`src/rtl/decoder_stream.sv`:
```
// decoder_stream: registered binary-to-one-hot / thermometer / scan decoder
// with valid/ready handshakes on both the command and the output side.
// A single output register holds each beat until the fan-out logic takes it.

module decoder_stream #(
    parameter int IN_BITS  = 4,
    parameter int NUM_BITS = 16,
    parameter int CNT_BITS = 4
) (
    input  logic                clk,
    input  logic                reset,
    input  logic                in_valid,
    output logic                in_ready,
    input  logic [IN_BITS-1:0]  binary_in,
    input  logic [1:0]          mode,
    input  logic [CNT_BITS-1:0] count,
    input  logic                enable,
    output logic                out_valid,
    input  logic                out_ready,
    output logic [NUM_BITS-1:0] decoder_out,
    output logic                out_err,
    output logic                out_last,
    output logic                busy
);

    typedef enum logic [1:0] {
        MODE_ONEHOT = 2'b00,
        MODE_THERMO = 2'b01,
        MODE_SCAN   = 2'b10,
        MODE_RSVD   = 2'b11
    } mode_e;

    typedef enum logic {
        ST_IDLE = 1'b0,
        ST_SCAN = 1'b1
    } state_e;

    // One extra bit so NUM_BITS == 2**IN_BITS is representable in the range check.
    localparam logic [IN_BITS:0]   CODE_LIMIT = (IN_BITS + 1)'(NUM_BITS);
    localparam logic [IN_BITS-1:0] PTR_MAX    = IN_BITS'(NUM_BITS - 1);

    state_e                state_q, state_d;
    logic [IN_BITS-1:0]    ptr_q, ptr_d;
    logic [CNT_BITS-1:0]   remaining_q, remaining_d;
    logic                  out_valid_q, out_valid_d;
    logic [NUM_BITS-1:0]   data_q, data_d;
    logic                  err_q, err_d;
    logic                  last_q, last_d;

    mode_e                 mode_cmd;
    logic                  code_in_range;
    logic                  consume;
    logic                  accept;

    // Bit i set only where i equals the code.
    function automatic logic [NUM_BITS-1:0] onehot(input logic [IN_BITS-1:0] idx);
        logic [NUM_BITS-1:0] v;
        for (int i = 0; i < NUM_BITS; i++) begin
            v[i] = (idx == IN_BITS'(i));
        end
        return v;
    endfunction

    // Bits 0..code set, everything above clear.
    function automatic logic [NUM_BITS-1:0] thermo(input logic [IN_BITS-1:0] idx);
        logic [NUM_BITS-1:0] v;
        for (int i = 0; i < NUM_BITS; i++) begin
            v[i] = (IN_BITS'(i) <= idx);
        end
        return v;
    endfunction

    // Scan pointer wraps at NUM_BITS, which need not be a power of two.
    function automatic logic [IN_BITS-1:0] ptr_next(input logic [IN_BITS-1:0] p);
        return (p == PTR_MAX) ? '0 : p + 1'b1;
    endfunction

    assign mode_cmd      = mode_e'(mode);
    assign code_in_range = ({1'b0, binary_in} < CODE_LIMIT);
    assign consume       = out_valid_q && out_ready;
    // Using out_ready here lets a new command load in the cycle the old beat leaves.
    assign in_ready      = (state_q == ST_IDLE) && (!out_valid_q || out_ready);
    assign accept        = in_valid && in_ready;

    assign out_valid   = out_valid_q;
    assign decoder_out = data_q;
    assign out_err     = err_q;
    assign out_last    = last_q;
    assign busy        = (state_q == ST_SCAN);

    // Next-state: load a command beat in IDLE, step the scan in SCAN, else hold or drain.
    always_comb begin
        // NOTE: every target gets a hold default first so no path leaves it unassigned (no latches).
        state_d     = state_q;
        ptr_d       = ptr_q;
        remaining_d = remaining_q;
        out_valid_d = out_valid_q;
        data_d      = data_q;
        err_d       = err_q;
        last_d      = last_q;

        if (state_q == ST_SCAN) begin
            if (consume) begin
                data_d      = onehot(ptr_q);
                err_d       = 1'b0;
                last_d      = (remaining_q == CNT_BITS'(1));
                ptr_d       = ptr_next(ptr_q);
                remaining_d = remaining_q - 1'b1;
                out_valid_d = 1'b1;
                if (remaining_q == CNT_BITS'(1)) begin
                    state_d = ST_IDLE;
                end
            end
        end else if (accept) begin
            out_valid_d = 1'b1;
            data_d      = '0;
            err_d       = 1'b0;
            last_d      = 1'b1;
            if (!enable) begin
                // Disabled commands produce a clean all-zero beat, even for bad codes.
                data_d = '0;
            end else if (!code_in_range || mode_cmd == MODE_RSVD) begin
                err_d = 1'b1;
            end else begin
                case (mode_cmd)
                    MODE_ONEHOT: data_d = onehot(binary_in);
                    MODE_THERMO: data_d = thermo(binary_in);
                    MODE_SCAN: begin
                        data_d = onehot(binary_in);
                        if (count != '0) begin
                            last_d      = 1'b0;
                            ptr_d       = ptr_next(binary_in);
                            remaining_d = count;
                            state_d     = ST_SCAN;
                        end
                    end
                    default: err_d = 1'b1;
                endcase
            end
        end else if (consume) begin
            out_valid_d = 1'b0;
        end
    end

    // State and output register; reset discards any in-flight beat or scan.
    always_ff @(posedge clk or posedge reset) begin
        if (reset) begin
            state_q     <= ST_IDLE;
            ptr_q       <= '0;
            remaining_q <= '0;
            out_valid_q <= 1'b0;
            data_q      <= '0;
            err_q       <= 1'b0;
            last_q      <= 1'b0;
        end else begin
            // NOTE: non-blocking assignments so every register samples the same pre-edge values.
            state_q     <= state_d;
            ptr_q       <= ptr_d;
            remaining_q <= remaining_d;
            out_valid_q <= out_valid_d;
            data_q      <= data_d;
            err_q       <= err_d;
            last_q      <= last_d;
        end
    end

endmodule

```
`config.mk`:
```
export PLATFORM = sky130hd
export DESIGN_NAME = decoder_stream
export DESIGN_NICKNAME = d
export VERILOG_FILES = /design/src/rtl/decoder_stream.sv
export SDC_FILE = /design/constraint.sdc
export NUM_CORES = 1
export LEC_CHECK = 0
export ABC_CLOCK_PERIOD_IN_PS = 1700
export CORE_ASPECT_RATIO = 1.25
export CORE_MARGIN = 4
export CORE_UTILIZATION = 54
export CTS_BUF_LIST = sky130_fd_sc_hd__clkbuf_8
export DETAILED_ROUTE_END_ITERATION = 8
export GPL_ROUTABILITY_DRIVEN = 0
export PLACE_DENSITY = 0.87
export SYNTH_ARGS = -nofsm -noshare
export SYNTH_HDL_FRONTEND = slang
export SYNTH_SLANG_ARGS = --single-unit
export TNS_END_PERCENT = 50
```
`constraint.sdc`:
```
create_clock -name clk -period 1.7 [get_ports clk]
set_input_delay 0.425 -clock clk [delete_from_list [all_inputs] [get_ports clk]]
set_output_delay 0.425 -clock clk [all_outputs]
set_load 0.05 [all_outputs]
```
# Yosys cells after proc, flatten, opt, wreduce, memory -nomap -nowiden
# Cells that the tools add are included.
[word_totals]
ff_bits = 28
input_bits = 15
out_inout_bits = 21
[classes]
add_sub_neg = 3
order_cmp = 16
eq_ne = 36
n_mux = 46
bitwise = 1
reduce_logical = 19
[op_table]
columns = ["op", "n"]
rows = [
  ["16-bit two-way mux", 5],
  ["4-bit equality test (second input constant)", 16],
  ["4-bit two-way mux", 16],
  ["4-bit by 3-bit equality test with 1-bit output (second input constant)", 8],
  ["4-bit <= comparator (first input constant)", 8],
  ["16-bit case mux with 2 select lines", 1],
  ["1-bit two-way mux", 24],
  ["4-bit by 2-bit equality test with 1-bit output (second input constant)", 4],
  ["3-bit by 4-bit <= comparator with 1-bit output (first input constant)", 4],
  ["4-bit by 1-bit equality test with 1-bit output (second input constant)", 3],
  ["2-bit nonzero test", 5],
  ["4-bit by 1-bit adder with 4-bit output (second input constant)", 2],
  ["1-bit by 4-bit <= comparator with 1-bit output (first input constant)", 2],
  ["2-bit by 4-bit <= comparator with 1-bit output (first input constant)", 2],
  ["4-bit logical NOT", 2],
  ["6-bit AND reduction", 1],
  ["2-bit equality test (second input constant)", 2],
  ["2-bit AND reduction", 2],
  ["4-bit nonzero test", 1],
  ["4-bit by 1-bit subtractor with 4-bit output (second input constant)", 1],
  ["1-bit logical AND", 3],
  ["3-bit OR reduction", 1],
  ["2-bit by 1-bit equality test with 1-bit output (second input constant)", 1],
  ["2-bit logical NOT", 1],
  ["6 further kinds", 6],
]

# Longest topological paths before layout
# Gate-level depths: netlist (run 1).
[logic_depth]
word_depth = 8
depth_mapped = 6
mapped_depth_nobuf = 6

# Worst setup path before layout (run 1)
# OpenSTA, ideal clock, no wires.
[synth_timing]
path_kind = "reg-to-output"
startpoint = "reg state_q, in the netlist busy"
endpoint = "out in_ready"
arrival_ps = 1733
path_slack_ps = -458
path_stages_with_launch = 4
path_buffers = 2
path_cell_list = "dfrtp_1 > buf_6 > buf_2 > a21oi_1"
[synth_between]
elab_chain_len = 2
[synth_rtl]
columns = ["element", "line", "rtl"]
rows = [
  ["start: declaration", "42", "state_e state_q, state_d;"],
  ["start signal: assignment", "157", "state_q <= state_d;"],
  ["1-bit NOT", "82", "assign in_ready = (state_q == ST_IDLE) && (!out_valid_q || out_ready);"],
  ["1-bit logical AND", "82", ""],
  ["end: declaration", "13", "output logic in_ready,"],
]
# No other way between the ends.

# Worst setup path after layout (run 1)
[layout_timing]
startpoint = "in enable"
endpoint = "reg remaining_q[3]"
[layout_between]
elab_chain_len = 2
[layout_rtl]
columns = ["element", "line", "rtl"]
rows = [
  ["start: declaration", "17", "input logic enable,"],
  ["2-bit nonzero test (no line)", "n/a", ""],
  ["6-bit AND reduction (no line)", "n/a", ""],
  ["end signal: assignment", "159", "remaining_q <= remaining_d;"],
  ["end: declaration", "44", "logic [CNT_BITS-1:0] remaining_q, remaining_d;"],
]
# No other way between the ends.
# A chain may end at the register's enable or synchronous reset.

==> impl_metrics.csv, run 1 <==
group,metric,value,unit
outcome,outcome,"finished with violations",
outcome,violations,"setup timing",
clocking,cts_buffer_depth,2,
setup_path,crit_fanout,2,
clocking,cts.sinks,28,
grt,gr-usage-met1,27.8,%
clocking,clockRootBuffer,"clkbuf_8",
clocking,clk_pin_slew,100,ps
final_layout,fillers,200,
floorplanning,die_area,4530,um^2
route,drt_iter0_drc,140,
final_layout,final_util,83.4,%
logic_synthesis,synth_fp_nets,239,
sta,slew_headroom,64.1,%
route,post-route-drc-count,0,
logic_synthesis,ys_seq_area_share,36.9,%
logic_synthesis,synth_edf_count,0,
clocking,htreeDepth,1,
floorplanning,ios,36,
placed_design,port_buffers,35,
route,routedWlPerCell,18.4,um
sta,period_minus_slack,1710,ps
route,drt_first_pass_iters,6,
grt,grt_pass1_wl,9010,um
grt,grt_pass1_vias,2048,
sta,max_freq,583,MHz
final_layout,syn_to_final_growth,44.1,%
sta,finalCritPeriodShare,101,%
floorplanning,die_x,61.0,um
clocking,cts_tree,"built",
sta,tightest_slew,534,ps
grt,grt-ovfl-total,0,
setup_path,r2r-start,"busy",
route,vias,2069,
route,vias_per_cell,6.39,
setup_path,cp-start-kind,"input pin",
logic_synthesis,syn_area,1900,um^2
setup_path,rrSetupSlack,80,ps
final_layout,antenna_cells,0,
grt,grt_usage,26.3,%
logic_synthesis,ys_types,48,
floorplanning,row_count,23,
setup_path,crit_start,"enable",
setup_path,crit_type,"input pin to flip-flop",
setup_path,r2r_cells,5,
clocking,insertion_delay,280,ps
route,finalWirelength,5950,um
pwr,p_total,0.00515,W
logic_synthesis,synthFlopType,"dfrtp_1",
sta,finalSetupViolations,2,
logic_synthesis,synthCells,214,
clocking,cts_made_buffers,3,
grt,antenna_found_initial,0,
logic_synthesis,ys_ff_latch,28,
logic_synthesis,ys_warn_count,0,
setup_path,cp-end-kind,"flip-flop",
logic_synthesis,synthArstFlopShare,100,%
grt,grt.busiest_layer,"met2",
logic_synthesis,synth.avg_cell_area,8.87,um^2
sta,fin_setup_tns,-22.7,ps
worst_hold_path,hp-class,"input pin to async pin",
grt,use_met2,45.6,%
final_layout,drive_gt1_share,32.8,%
route,drtAntennaViolNets,0,
placed_design,pre_cts_slack,-328,ps
floorplanning,coreArea,3280,um^2
sta,maxSlewViolCount,0,
sta,skew,9.57,ps
sta,setup_ws,-13.8,ps
grt,grt_max_degree,29,
pwr,power_density,1880,nW/um^2
floorplanning,die_h,74.3,um
pwr,p_leak,1.32,nW
setup_path,r2r_end,"out_last",
sta,rsz0062_at_grt,"yes",
floorplanning,initial_core_util,57.9,%
setup_path,critPathArrivalTime,1900,ps
placed_design,hpwl,4240,um
sta,fin_hold_ws,485,ps
grt,met3_usage,6.25,%
setup_path,required,1880,ps
sta,final_hold_viol_count,0,
flow_run,cap_violations,0,
final_layout,layout.nets,313,
pwr,ir_drop,0.00170,V
==> layout by cell type, fill, tap and decap left out, types with 2 or more instances in the layout <==
| cell | netlist | routed |
|---|---|---|
| and2_1 | 2 | 3 |
| o221ai_1 | 5 | 5 |
| nand3_1 | 4 | 4 |
| mux2i_1 | 6 | 6 |
| nor2_1 | 11 | 11 |
| a21oi_2 | 0 | 3 |
| a31oi_1 | 8 | 8 |
| buf_6 | 2 | 2 |
| clkbuf_8 | 0 | 4 |
| a32oi_1 | 2 | 2 |
| nand2b_1 | 8 | 8 |
| o211a_1 | 2 | 2 |
| o21ai_1 | 1 | 2 |
| inv_1 | 13 | 12 |
| o32a_1 | 3 | 3 |
| o31ai_1 | 2 | 2 |
| o22a_1 | 3 | 3 |
| o21a_1 | 6 | 6 |
| nor3_1 | 3 | 2 |
| ha_2 | 0 | 2 |
| nand2_1 | 20 | 20 |
| o21ai_2 | 0 | 2 |
| o22ai_1 | 2 | 2 |
| o21ai_0 | 17 | 14 |
| dlymetal6s2s_1 | 0 | 5 |
| ha_1 | 10 | 8 |
| dfrtp_1 | 28 | 27 |
| a21oi_1 | 20 | 16 |
| mux2_2 | 2 | 2 |
| buf_4 | 0 | 60 |
| clkdlybuf4s50_1 | 0 | 8 |
| buf_12 | 0 | 7 |
==> how the worst max path moves through the flow <==
stage                     slack, ps             end  cells past startpoint
after floorplan                 -50        ptr_q[3]                      5
after global placement         -280  remaining_q[3]                      5
after detailed placement       -330  remaining_q[3]                      5
after CTS                       -20  remaining_q[3]                      5
after global routing            -40  remaining_q[3]                      5
final                           -10  remaining_q[3]                      5
==> area by class of cell <==
class | count | area [um^2] | share of cell area [%]
multi-input cells | 159 | 1120 | 40.9
well taps | 37 | 46.3 | 1.69
inverters | 13 | 48.8 | 1.78
flip-flops and latches | 28 | 702 | 25.7
clock buffers | 4 | 55.1 | 2.01
repair buffers | 83 | 764 | 28.0
==> registers in the layout, indices dropped and copies added, names as in the netlist <==
register	flops
out_last	1
busy	1
decoder_out	16
out_valid	1
remaining_q	4
ptr_q	4
out_err	1
==> through the flow <==
stage | area (um^2) | instances
after floorplan | 1910 | 214
after global placement | 2630 | 319
after detailed placement | 2630 | 319
after CTS | 2680 | 323
after global routing | 2740 | 324
final | 2740 | 324
==> power breakdown <==
group          leakage, nW  switching (W)  internal (W)  total [W]
logic                0.945        0.00200       0.00144    0.00344
clock network       0.0288       0.000217      0.000208   0.000425
registers            0.349       0.000309      0.000974    0.00128
==> worst max-delay path, cell delays in order <==
cell	delay [ps]
clkdlybuf4s50_1	490
nand3_1	170
nor3_2	200
mux2_2	370
o221a_2	240
==> logic make-up after synthesis <==
logic type / count (synthesis) / synth area share [%]
adder cells (fa/ha/maj): 10 / 6.59
multiplexers: 9 / 5.14
AO/OA/AOI/OAI: 82 / 29.1
buffers and inverters: 27 / 6.39
XOR/XNOR: 1 / 0.462
flip-flops: 28 / 36.9
AND/OR/NAND/NOR: 57 / 15.4
==> cell usage after synthesis, types with 2 or more instances <==
master / number / area share (%)
nor2b_1: 2 / 0.66
buf_6: 2 / 1.2
inv_1: 13 / 2.6
o21a_1: 6 / 2.4
nand2b_1: 8 / 2.6
o221ai_1: 5 / 2.3
ha_1: 10 / 6.6
nand3_1: 4 / 1.1
nand2_1: 20 / 4.0
buf_2: 4 / 1.1
o22ai_1: 2 / 0.66
o21ai_0: 17 / 4.5
o32a_1: 3 / 1.6
nor2_1: 11 / 2.2
clkbuf_1: 7 / 1.4
o31ai_1: 2 / 0.79
a32oi_1: 2 / 0.92
a21oi_1: 20 / 5.3
a31oi_1: 8 / 2.6
o22a_1: 3 / 1.4
mux2_2: 2 / 1.2
and2_1: 2 / 0.66
dfrtp_1: 28 / 37
o211a_1: 2 / 1.1
nor3_1: 3 / 0.79
mux2i_1: 6 / 3.2
==> per-layer routing <==
metal,up-vias,part of all wire (%)
met1,972,36
met5,-,0
li1,929,-
met4,0,4.7
met3,41,8.2
met2,127,51
==> timing repair <==
item                       CTS  global route
hold buffers                 0             0
setup endpoints to repair    3            22
buffers inserted             0             1
pin swaps                    1             1
resized for setup            2            20
No activity file was read; power rests on OpenSTA's default activity.
==> run 2, diff against run 1 <==
Settings changed: GPL_TIMING_DRIVEN set to 0.
==> impl_metrics.csv, run 2 (synthesis results as in run 1) <==
group,metric,value,unit
setup_path,r2r_end,"ptr_q[3]",
final_layout,multi_input_area,1140,um^2
setup_path,r2r-start,"busy",
placed_design,placed_cells,285,
floorplanning,die_h,74.3,um
clocking,clockRootBuffer,"clkbuf_8",
flow_run,cap_violations,0,
placed_design,hpwl,3570,um
clocking,clk_pin_slew,90,ps
sta,maxSlewViolCount,0,
worst_hold_path,hp-class,"flip-flop to flip-flop",
grt,grt_pass1_wl,8310,um
sta,setup_ws,-7.17,ps
sta,finalSetupViolations,1,
outcome,outcome,"finished with violations",
final_layout,layout.nets,279,
clocking,hold_buffers,0,
sta,finalCritPeriodShare,100,%
placed_design,port_buffers,34,
grt,grt_pass1_vias,1875,
clocking,cts_tree,"built",
worst_hold_path,min_path_cells,2,
pwr,p_leak,1.11,nW
floorplanning,coreArea,3280,um^2
pwr,power_frac_seq,26.1,%
final_layout,syn_to_final_growth,26.0,%
sta,tightest_slew,1050,ps
route,drtAntennaViolNets,0,
route,vias,1864,
floorplanning,die_area,4530,um^2
setup_path,crit_slowest_cell,"dfrtp_1",
setup_path,critPathMaxStageDelay,400,ps
worst_hold_path,hold_path_end,"decoder_out[14]",
floorplanning,initial_core_util,57.9,%
setup_path,crit_path_cell_trace,"buf_6 -> buf_6 -> a21oi_4 -> buf_6",
final_layout,ff_latch_area,701,um^2
final_layout,fillers,271,
setup_path,r2r_cells,5,
pwr,p_sw,0.00236,W
setup_path,cp-start-kind,"flip-flop",
clocking,htreeDepth,1,
worst_hold_path,min_from,"decoder_out[14]",
setup_path,crit_fanout,10,
setup_path,required,1270,ps
final_layout,fin_cells,289,
grt,antenna_found_initial,0,
clocking,cts_made_buffers,3,
sta,skew,4.28,ps
final_layout,antenna_cells,0,
sta,slew_headroom,30.1,%
clocking,cts.sinks,28,
floorplanning,ios,36,
route,finalWirelength,4880,um
route,post-route-drc-count,0,
pwr,netSwitchingFraction,52.6,%
pwr,comb_power_share,65.9,%
placed_design,pre_cts_slack,-707,ps
sta,max_freq,586,MHz
clocking,insertion_delay,280,ps
sta,fin_setup_tns,-7.17,ps
pwr,ir_drop,0.00133,V
grt,grt_usage,23.7,%
floorplanning,row_count,23,
setup_path,crit_type,"flip-flop to primary output",
pwr,clockPowerShare,8.0,%
route,wl_met1,1840,um
grt,grt-ovfl-total,0,
route,met2_length,2580,um
clocking,cts_buffer_depth,2,
route,highest_layer,"met4",
setup_path,crit_top_cell,"buf_6",
setup_path,critPathArrivalTime,1280,ps
final_layout,layout_common_cells,"28 x dfrtp_1, 28 x dlygate4sd2_1, 20 x nand2_1, 19 x a21oi_1, 17 x o21ai_0",
route,routedWlPerCell,16.9,um
grt,grt_max_degree,29,
sta,final_hold_viol_count,0,
sta,period_minus_slack,1710,ps
route,vias_per_cell,6.45,
setup_path,rrSetupSlack,40,ps
pwr,internal_power,0.00213,W
route,drt_iter0_drc,78,
pwr,power_density,1880,nW/um^2
sta,rsz0062_at_grt,"yes",
final_layout,drive_gt1_share,14.3,%
route,wl_met3,322,um
floorplanning,die_x,61.0,um
setup_path,cp-end-kind,"primary output",
outcome,violations,"setup timing",
final_layout,largest_reg_flops,16,
route,drt_first_pass_iters,5,
## run 2: per-stage QoR
stage / area (um^2) / hold WS, ps / power (W) / utilization [%]
3_5_place_dp: 2300 / 470 / 0.00418 / 70.1
2_1_floorplan: 1910 / 490 / 0.00330 / -
5_1_grt: 2390 / 516 / 0.00482 / 72.9
4_1_cts: 2350 / 487 / 0.00444 / 71.7
3_3_place_gp: 2300 / 461 / 0.00411 / 70.1
6_report: 2390 / 478 / 0.00449 / 72.9
## run 2: final cells by class
type | instances | share of cell area (%)
Multi-Input combinational cell | 159 | 47.6
Sequential cell | 28 | 29.3
Timing Repair Buffer | 36 | 13.6
Buffer | 13 | 3.77
Inverter | 13 | 2.04
Tap cell | 37 | 1.94
Clock buffer | 3 | 1.73
## run 2: per-layer routing
layer / GRT usage [%] / vias to the layer above
met1: 28.6 / 885
met4: 11.3 / 0
met2: 40.4 / 97
met5: 0 / -
met3: 3.82 / 17
li1: - / 865
## run 2: critical path: cells and delay by family, from the launching register on
kind	cells	cell delay [ps]
buffers and inverters	3	460
DFF	1	400
AOI/OAI and AO/OA	1	130
## run 2: power by group through the flow
stage               sequential, W  clock [W]  combinational, W
floorplan                 0.00190          0           0.00140
global placement          0.00118          0           0.00293
detailed placement        0.00120          0           0.00299
CTS                       0.00117   0.000366           0.00290
global route              0.00122   0.000393           0.00321
finish                    0.00117   0.000360           0.00296
## run 2: what timing repair did
action	4_1_cts	5_1_grt
buffers inserted	2	0
resized for setup	48	17
endpoints found under the setup margin	42	16
pin swaps	3	1
## run 2: worst max path at each step
stage | from | to | slack [ps] | depth (start not counted)
finish | busy | in_ready | -7 | 4
global route | binary_in[3] | decoder_out[1] | -80 | 6
CTS | out_ready | in_ready | -110 | 4
detailed placement | out_ready | in_ready | -710 | 4
global placement | out_ready | in_ready | -700 | 4
floorplan | out_valid | ptr_q[3] | -50 | 5
